===== config.mk =====
export PLATFORM = sky130hd
export DESIGN_NAME = uart_tx_dev_flat
export DESIGN_NICKNAME = d
export VERILOG_FILES = /design/src/rtl/uart_tx_dev_if.sv /design/src/rtl/uart_tx_dev.sv /design/src/flat_wrapper.sv
export SDC_FILE = /design/constraint.sdc
export NUM_CORES = 1
export LEC_CHECK = 0
export BUFFER_PORTS_ARGS = -buffer_cell sky130_fd_sc_hd__buf_4
export CAP_MARGIN = 30
export CORE_UTILIZATION = 53
export CTS_CLUSTER_SIZE = 14
export DETAILED_ROUTE_END_ITERATION = 8
export GPL_TIMING_DRIVEN = 1
export HOLD_SLACK_MARGIN = 0.05
export PLACE_DENSITY_LB_ADDON = 0.12
export SETUP_SLACK_MARGIN = 0.15
export SLEW_MARGIN = 0
export SYNTH_ARGS = -nofsm -noshare
export SYNTH_HDL_FRONTEND = slang
export SYNTH_SLANG_ARGS = --single-unit

===== constraint.sdc =====
create_clock -name clk -period 8.9 [get_ports clk]
set_input_delay 1.335 -clock clk [delete_from_list [all_inputs] [get_ports clk]]
set_output_delay 1.335 -clock clk [all_outputs]
set_load 0.01 [all_outputs]

===== src/rtl/uart_tx_dev_if.sv =====
// uart_tx_dev_if: bridge-side device bus (word address, write strobe, write/read data).
interface uart_tx_dev_if;
  logic [31:2] Addr;
  logic        WE;
  logic [31:0] Din;
  logic [31:0] Dout;
  modport master (output Addr, WE, Din, input Dout);
  modport slave (input Addr, WE, Din, output Dout);
endinterface


===== src/rtl/uart_tx_dev.sv =====
// uart_tx_dev: memory-mapped 8N1 UART transmitter with TX FIFO and drain interrupt.
module uart_tx_dev #(
  parameter int          FIFO_DEPTH  = 4,
  parameter logic [15:0] DEFAULT_DIV = 16'd434
) (
  input  logic          clk,
  input  logic          reset,
  uart_tx_dev_if.slave  bus,
  output logic          IRQ,
  output logic          txd
);
  localparam int AW = $clog2(FIFO_DEPTH);
  localparam int CW = AW + 1;
  localparam logic [CW-1:0] FULL_CNT = FIFO_DEPTH[CW-1:0];
  typedef enum logic [1:0] {IDLE, START, DATA, STOP} state_t;
  state_t state, nxt;
  logic en, im, pend, ovf, tick, pop, push, full, avail, set_pend, clr_pend;
  logic wr_ctrl, wr_div, wr_tx, unused;
  logic [15:0] div, div_eff, baud;
  logic [7:0] mem [FIFO_DEPTH];
  logic [7:0] shift, cnt8;
  logic [AW-1:0] wp, rp;
  logic [CW-1:0] cnt;
  logic [2:0] bitc;
  logic [1:0] a;
  assign a        = bus.Addr[3:2];
  assign unused   = ^{bus.Addr[31:4], bus.Din[31:16]};
  assign wr_ctrl  = bus.WE && a == 2'd0;
  assign wr_div   = bus.WE && a == 2'd1;
  assign wr_tx    = bus.WE && a == 2'd2;
  assign full     = cnt == FULL_CNT;
  assign push     = wr_tx && !full;
  assign avail    = en && cnt != '0;
  assign div_eff  = div == 16'd0 ? 16'd1 : div;
  // >= so a divisor lowered below the running count ends the bit on the next cycle
  assign tick     = baud >= div_eff - 16'd1;
  assign set_pend = state == STOP && tick && cnt == '0;
  assign clr_pend = (wr_ctrl && bus.Din[2]) || push;
  assign cnt8     = 8'(cnt);
  assign txd      = state == START ? 1'b0 : state == DATA ? shift[0] : 1'b1;
  assign bus.Dout = a == 2'd0 ? {30'd0, im, en} :
                    a == 2'd1 ? {16'd0, div} :
                    a == 2'd3 ? {24'd0, cnt8[2:0], ovf, pend, cnt == '0, full, state != IDLE} : 32'd0;
  always_comb begin
    nxt = state;
    pop = 1'b0;
    case (state)
      IDLE:  if (avail) begin nxt = START; pop = 1'b1; end
      START: if (tick) nxt = DATA;
      DATA:  if (tick && bitc == 3'd7) nxt = STOP;
      STOP:  if (tick) begin nxt = avail ? START : IDLE; pop = avail; end
      default: nxt = IDLE;
    endcase
  end
  always_ff @(posedge clk or negedge reset)
    if (!reset) state <= IDLE;
    else state <= nxt;
  always_ff @(posedge clk)
    if (push) mem[wp] <= bus.Din[7:0];
  always_ff @(posedge clk or negedge reset)
    if (!reset) begin
      en    <= 1'b0;
      im    <= 1'b0;
      div   <= DEFAULT_DIV;
      wp    <= '0;
      rp    <= '0;
      cnt   <= '0;
      pend  <= 1'b0;
      ovf   <= 1'b0;
      IRQ   <= 1'b0;
      shift <= '0;
      bitc  <= '0;
      baud  <= '0;
    end else begin
      if (wr_ctrl) begin en <= bus.Din[0]; im <= bus.Din[1]; end
      if (wr_div) div <= bus.Din[15:0];
      if (push) wp <= wp + AW'(1);
      if (pop) rp <= rp + AW'(1);
      cnt   <= cnt + CW'(push) - CW'(pop);
      pend  <= clr_pend ? 1'b0 : set_pend ? 1'b1 : pend;
      ovf   <= (wr_ctrl && bus.Din[2]) ? 1'b0 : (wr_tx && full) ? 1'b1 : ovf;
      IRQ   <= im & pend;
      baud  <= (state == IDLE || tick) ? 16'd0 : baud + 16'd1;
      shift <= pop ? mem[rp] : (state == DATA && tick) ? shift >> 1 : shift;
      bitc  <= pop ? 3'd0 : (state == DATA && tick) ? bitc + 3'd1 : bitc;
    end
endmodule


===== src/flat_wrapper.sv =====
// flat-port wrapper written by rule: the top's interface ports become plain ports
module uart_tx_dev_flat 
#(
  parameter int          FIFO_DEPTH  = 4,
  parameter logic [15:0] DEFAULT_DIV = 16'd434
)
  (clk, reset, IRQ, txd, bus_Addr, bus_WE, bus_Din, bus_Dout);
  uart_tx_dev_if bus_i ();
  input  logic clk;
  input  logic reset;
  output logic IRQ;
  output logic txd;
  input wire logic [$bits(bus_i.Addr)-1:0] bus_Addr;
  input wire logic [$bits(bus_i.WE)-1:0] bus_WE;
  input wire logic [$bits(bus_i.Din)-1:0] bus_Din;
  output wire logic [$bits(bus_i.Dout)-1:0] bus_Dout;
  assign bus_i.Addr = bus_Addr;
  assign bus_i.WE = bus_WE;
  assign bus_i.Din = bus_Din;
  assign bus_Dout = bus_i.Dout;
  uart_tx_dev #(.FIFO_DEPTH(FIFO_DEPTH), .DEFAULT_DIV(DEFAULT_DIV)) u_core (.clk(clk), .reset(reset), .bus(bus_i), .IRQ(IRQ), .txd(txd));
endmodule

==> metrics.txt <==
slew margin rel.=0.377; nets@finish=around 530; most used cell, CP=ha_1; Crit path max-delay family=simple AND/OR/NAND/NOR gates; ANT cells=0; pwr/cell area=235 nW/um^2; Hold Buf Count CTS=0; cell-internal power=0.842 mW; clock sink total=between 80 and 90; initial antenna violation count=0; DRT Pass-1 Iters=9; Core Area=8810 um^2; FFs w/ async S/R, synth=0.640; Primary FF master, synth=dfrtp_1; Peak VDD IR=about 0.00012 V; root buffer cell=clkbuf_8; Clock Latency Late Sink=roughly 0.36 ns; sequential share of power=0.462; crit path kind=reg -> reg; Longest Clk Path Bufs=2; syn avg cell area=12.3 um^2; Initial Util=0.553; CP Cell Sequence=or4_1 > nor4_2 > a21oi_1 > ha_1 > nand3b_1 > or4_4 > or4_4 > nor4_4 > xnor2_1 > ha_1 > nand4_1 > nor2_1 > nor4_2 > nand4b_1 > nand2_2 > inv_2 > ha_1 > inv_1 > ha_1 > fa_1 > xnor2_1; global-route wire length before repair=between 10,000 and 15,000 um; Worst Path Buf+Inv=2; Post-CTS Resized=0; Startpoint Class=register; fin crit period=between 6 and 7 ns; GR Util met3=0.0372; endpoints failing hold=0; crit-path max FO=20; Pleak=2.31 nW; Seq cells post-synth=slightly below 90; crit end category=register; switching pwr=between 0.4 and 0.5 mW; Detailed Place HPWL=roughly 6400 um; CTS Buf Count=9; hold slack=between 0.5 and 0.6 ns; met2 usage=0.294; Synth area leaders=dfrtp_1 (27%), edfxtp_1 (20%), ha_1 (8.0%), mux2_2 (4.6%), mux4_2 (3.7%); Worst path slowest cell=nand4b_1; clock slew at the register clock pins of the worst setup and hold paths=around 0.090 ns; DIE HEIGHT=about 98 um; total track usage=0.198; Final TNS setup=0 ns; WP data arrival=~6.7 ns; sw frac=0.335; GP Congestion=0.815; gr ovfl total=0; Hold WC Path Type=reg -> reg; Final Setup Violations=0; I/O Buffers=38; Gate power share=0.314; vias in the first global route=~2,900; Die Width=97.9 um; RSZ-0062 raised after global routing=false; Post-Route WL=8760 um; post-synth top area cell=dfrtp_1; Tcrit/Tclk final=0.723; die area=around 9600 um^2; Max-cap violations=0; Peak Freq=about 0.16 GHz; Area Growth Syn to Fin=10.6%; synthesized netlist cell count=396; top-area cell type share of the netlist area=0.267; synth warn=0; Post-DRT Antenna Nets=0; H-tree Lvls=3; I/O pins=99; synthesized cell area=roughly 4900 um^2; failing checks=design-rule violations; Avg WL per Cell=16.0 um; via density per instance=between 5 and 6; CTS tree=built; layout cells sized above 1=0.248; clock skew=roughly 0.012 ns; GRT Max-Usage Layer=met1; Rows=34; drc violations=12; max-slew violation count=0; Via Count=just under 3,000; utilization after layout=0.612; number of flops mapped to enable cells by yosys=32; sequential area share after synthesis=0.492; Clk pwr share=0.224; largest net degree at the start of global routing=58; status=finished, violations left; measured slew at the worst slew-check pin=a little over 0.9 ns; Required @ worst endpoint=9.15 ns; GRT met1 Usage=0.295; DR iter-0 viols=between 100 and 150; CP peak stage delay=about 0.83 ns; Post-CTS Setup Bufs=0; synth unique cells=55
==> layout make-up <==
class | instances | area, um^2
clock buffers | 10 | 128
repair buffers | 38 | 285
flip-flops and latches | 89 | 2390
well taps | 108 | 135
clock inverters | 6 | 78.8
multi-input cells | 280 | 2310
fillers | 732 | 3420
inverters | 16 | 60.1
==> stage by stage <==
step	total power [mW]	instances	setup WS (ns)	instance area (um^2)
2_1_floorplan	0.886	411	4.07	4930
3_3_place_gp	0.975	531	2.60	5180
3_5_place_dp	0.994	531	2.51	5180
4_1_cts	1.28	547	2.48	5390
5_1_grt	1.35	547	2.04	5390
6_report	1.27	547	2.47	5390
==> per-layer routing <==
metal,vias up,part of all wire
li1,1441,-
met1,1445,0.52
met2,67,0.44
met3,10,0.036
met4,0,0.0094
met5,-,0
==> state kept, by name, summed over array words and instances (netlist names) <==
name,count
u_core.state,2
u_core.mem,32
u_core.div,16
u_core.shift,8
u_core.ovf,1
u_core.baud,16
u_core.im,1
u_core.rp,2
u_core.en,1
u_core.wp,2
u_core.bitc,3
u_core.cnt,3
u_core.pend,1
u_core.IRQ,1
==> worst reg2reg max path: stages (launching register included) <==
cell and delay [ns]:
dfstp_2 0.61, or4_1 0.19, nor4_2 0.07, a21oi_1 0.24, ha_1 0.26, nand3b_1 0.12, or4_4 0.45, or4_4 0.46
nor4_4 0.15, xnor2_1 0.16, ha_1 0.27, nand4_1 0.17, nor2_1 0.08, nor4_2 0.49, nand4b_1 0.83, nand2_2 0.58
inv_2 0.16, ha_1 0.31, inv_1 0.04, ha_1 0.18, fa_1 0.39, xnor2_1 0.14
==> cells in the mapped netlist (5+ instances only) <==
library cell / n
dfstp_2: 5
xor2_1: 12
nand3_1: 7
buf_4: 16
a21oi_1: 14
inv_1: 15
nor2_1: 30
xnor2_1: 18
dfrtp_1: 52
mux2i_1: 9
mux2_2: 20
and3_1: 5
ha_1: 31
mux2_4: 8
and2_1: 14
nor3_1: 6
mux4_2: 8
nor2b_1: 10
o21ai_0: 8
clkbuf_1: 5
nand2_1: 20
edfxtp_1: 32
==> placed cells by master, fill, tap and decap left out, drive strengths merged, types with 2 or more instances in the layout <==
| cell type | Yosys | final |
|---|---|---|
| a21oi | 14 | 14 |
| a22o | 4 | 4 |
| a2bb2oi | 2 | 2 |
| a31oi | 3 | 3 |
| and2 | 14 | 14 |
| and3 | 5 | 5 |
| buf | 21 | 38 |
| clkbuf | 5 | 10 |
| clkinv | 0 | 2 |
| clkinvlp | 0 | 2 |
| conb | 1 | 16 |
| dfrtp | 52 | 52 |
| dfstp | 5 | 5 |
| edfxtp | 32 | 32 |
| ha | 31 | 31 |
| inv | 16 | 17 |
| mux2 | 31 | 31 |
| mux2i | 9 | 9 |
| mux4 | 8 | 8 |
| nand2 | 21 | 21 |
| nand3 | 7 | 7 |
| nor2 | 30 | 30 |
| nor2b | 11 | 11 |
| nor3 | 8 | 8 |
| nor3b | 2 | 2 |
| nor4 | 4 | 4 |
| o21ai | 11 | 11 |
| or3 | 4 | 4 |
| or4 | 4 | 4 |
| xnor2 | 18 | 18 |
| xor2 | 12 | 12 |
==> cell families (layout without fill, tap and decap cells) <==
kind of cell	Yosys count	after routing	synth area share
AND/OR/NAND/NOR	116	116	0.134
flip-flops	89	89	0.492
multiplexers	48	48	0.133
buffers and inverters	42	70	0.0465
AO/OA/AOI/OAI	38	38	0.0560
adder cells (fa/ha/maj)	32	32	0.0838
XOR/XNOR	30	30	0.0540
other	1	16	0.000770
==> path summary, 6_finish.rpt <==
kind | startpoint | end | slack (ns) | cells after the start
setup / recovery | u_core.div[5] | u_core.cnt[2] | 2.47 | 21
hold reg to reg | u_core.baud[0] | u_core.baud[0] | 0.53 | 1
max in group asynchronous | reset | u_core.div[2] | 7.36 | 1
hold / removal | u_core.baud[0] | u_core.baud[0] | 0.53 | 1
setup reg to reg | u_core.div[5] | u_core.cnt[2] | 2.47 | 21
min in group asynchronous | reset | u_core.baud[13] | 1.01 | 1
==> power by group through the flow <==
stage	sequential [mW]	combinational (mW)	clock, mW
5_1_grt	0.601	0.446	0.306
6_report	0.585	0.398	0.284
4_1_cts	0.587	0.401	0.291
3_3_place_gp	0.592	0.384	0
3_5_place_dp	0.595	0.399	0
2_1_floorplan	0.555	0.331	0
No activity file was read; power rests on OpenSTA's default activity.
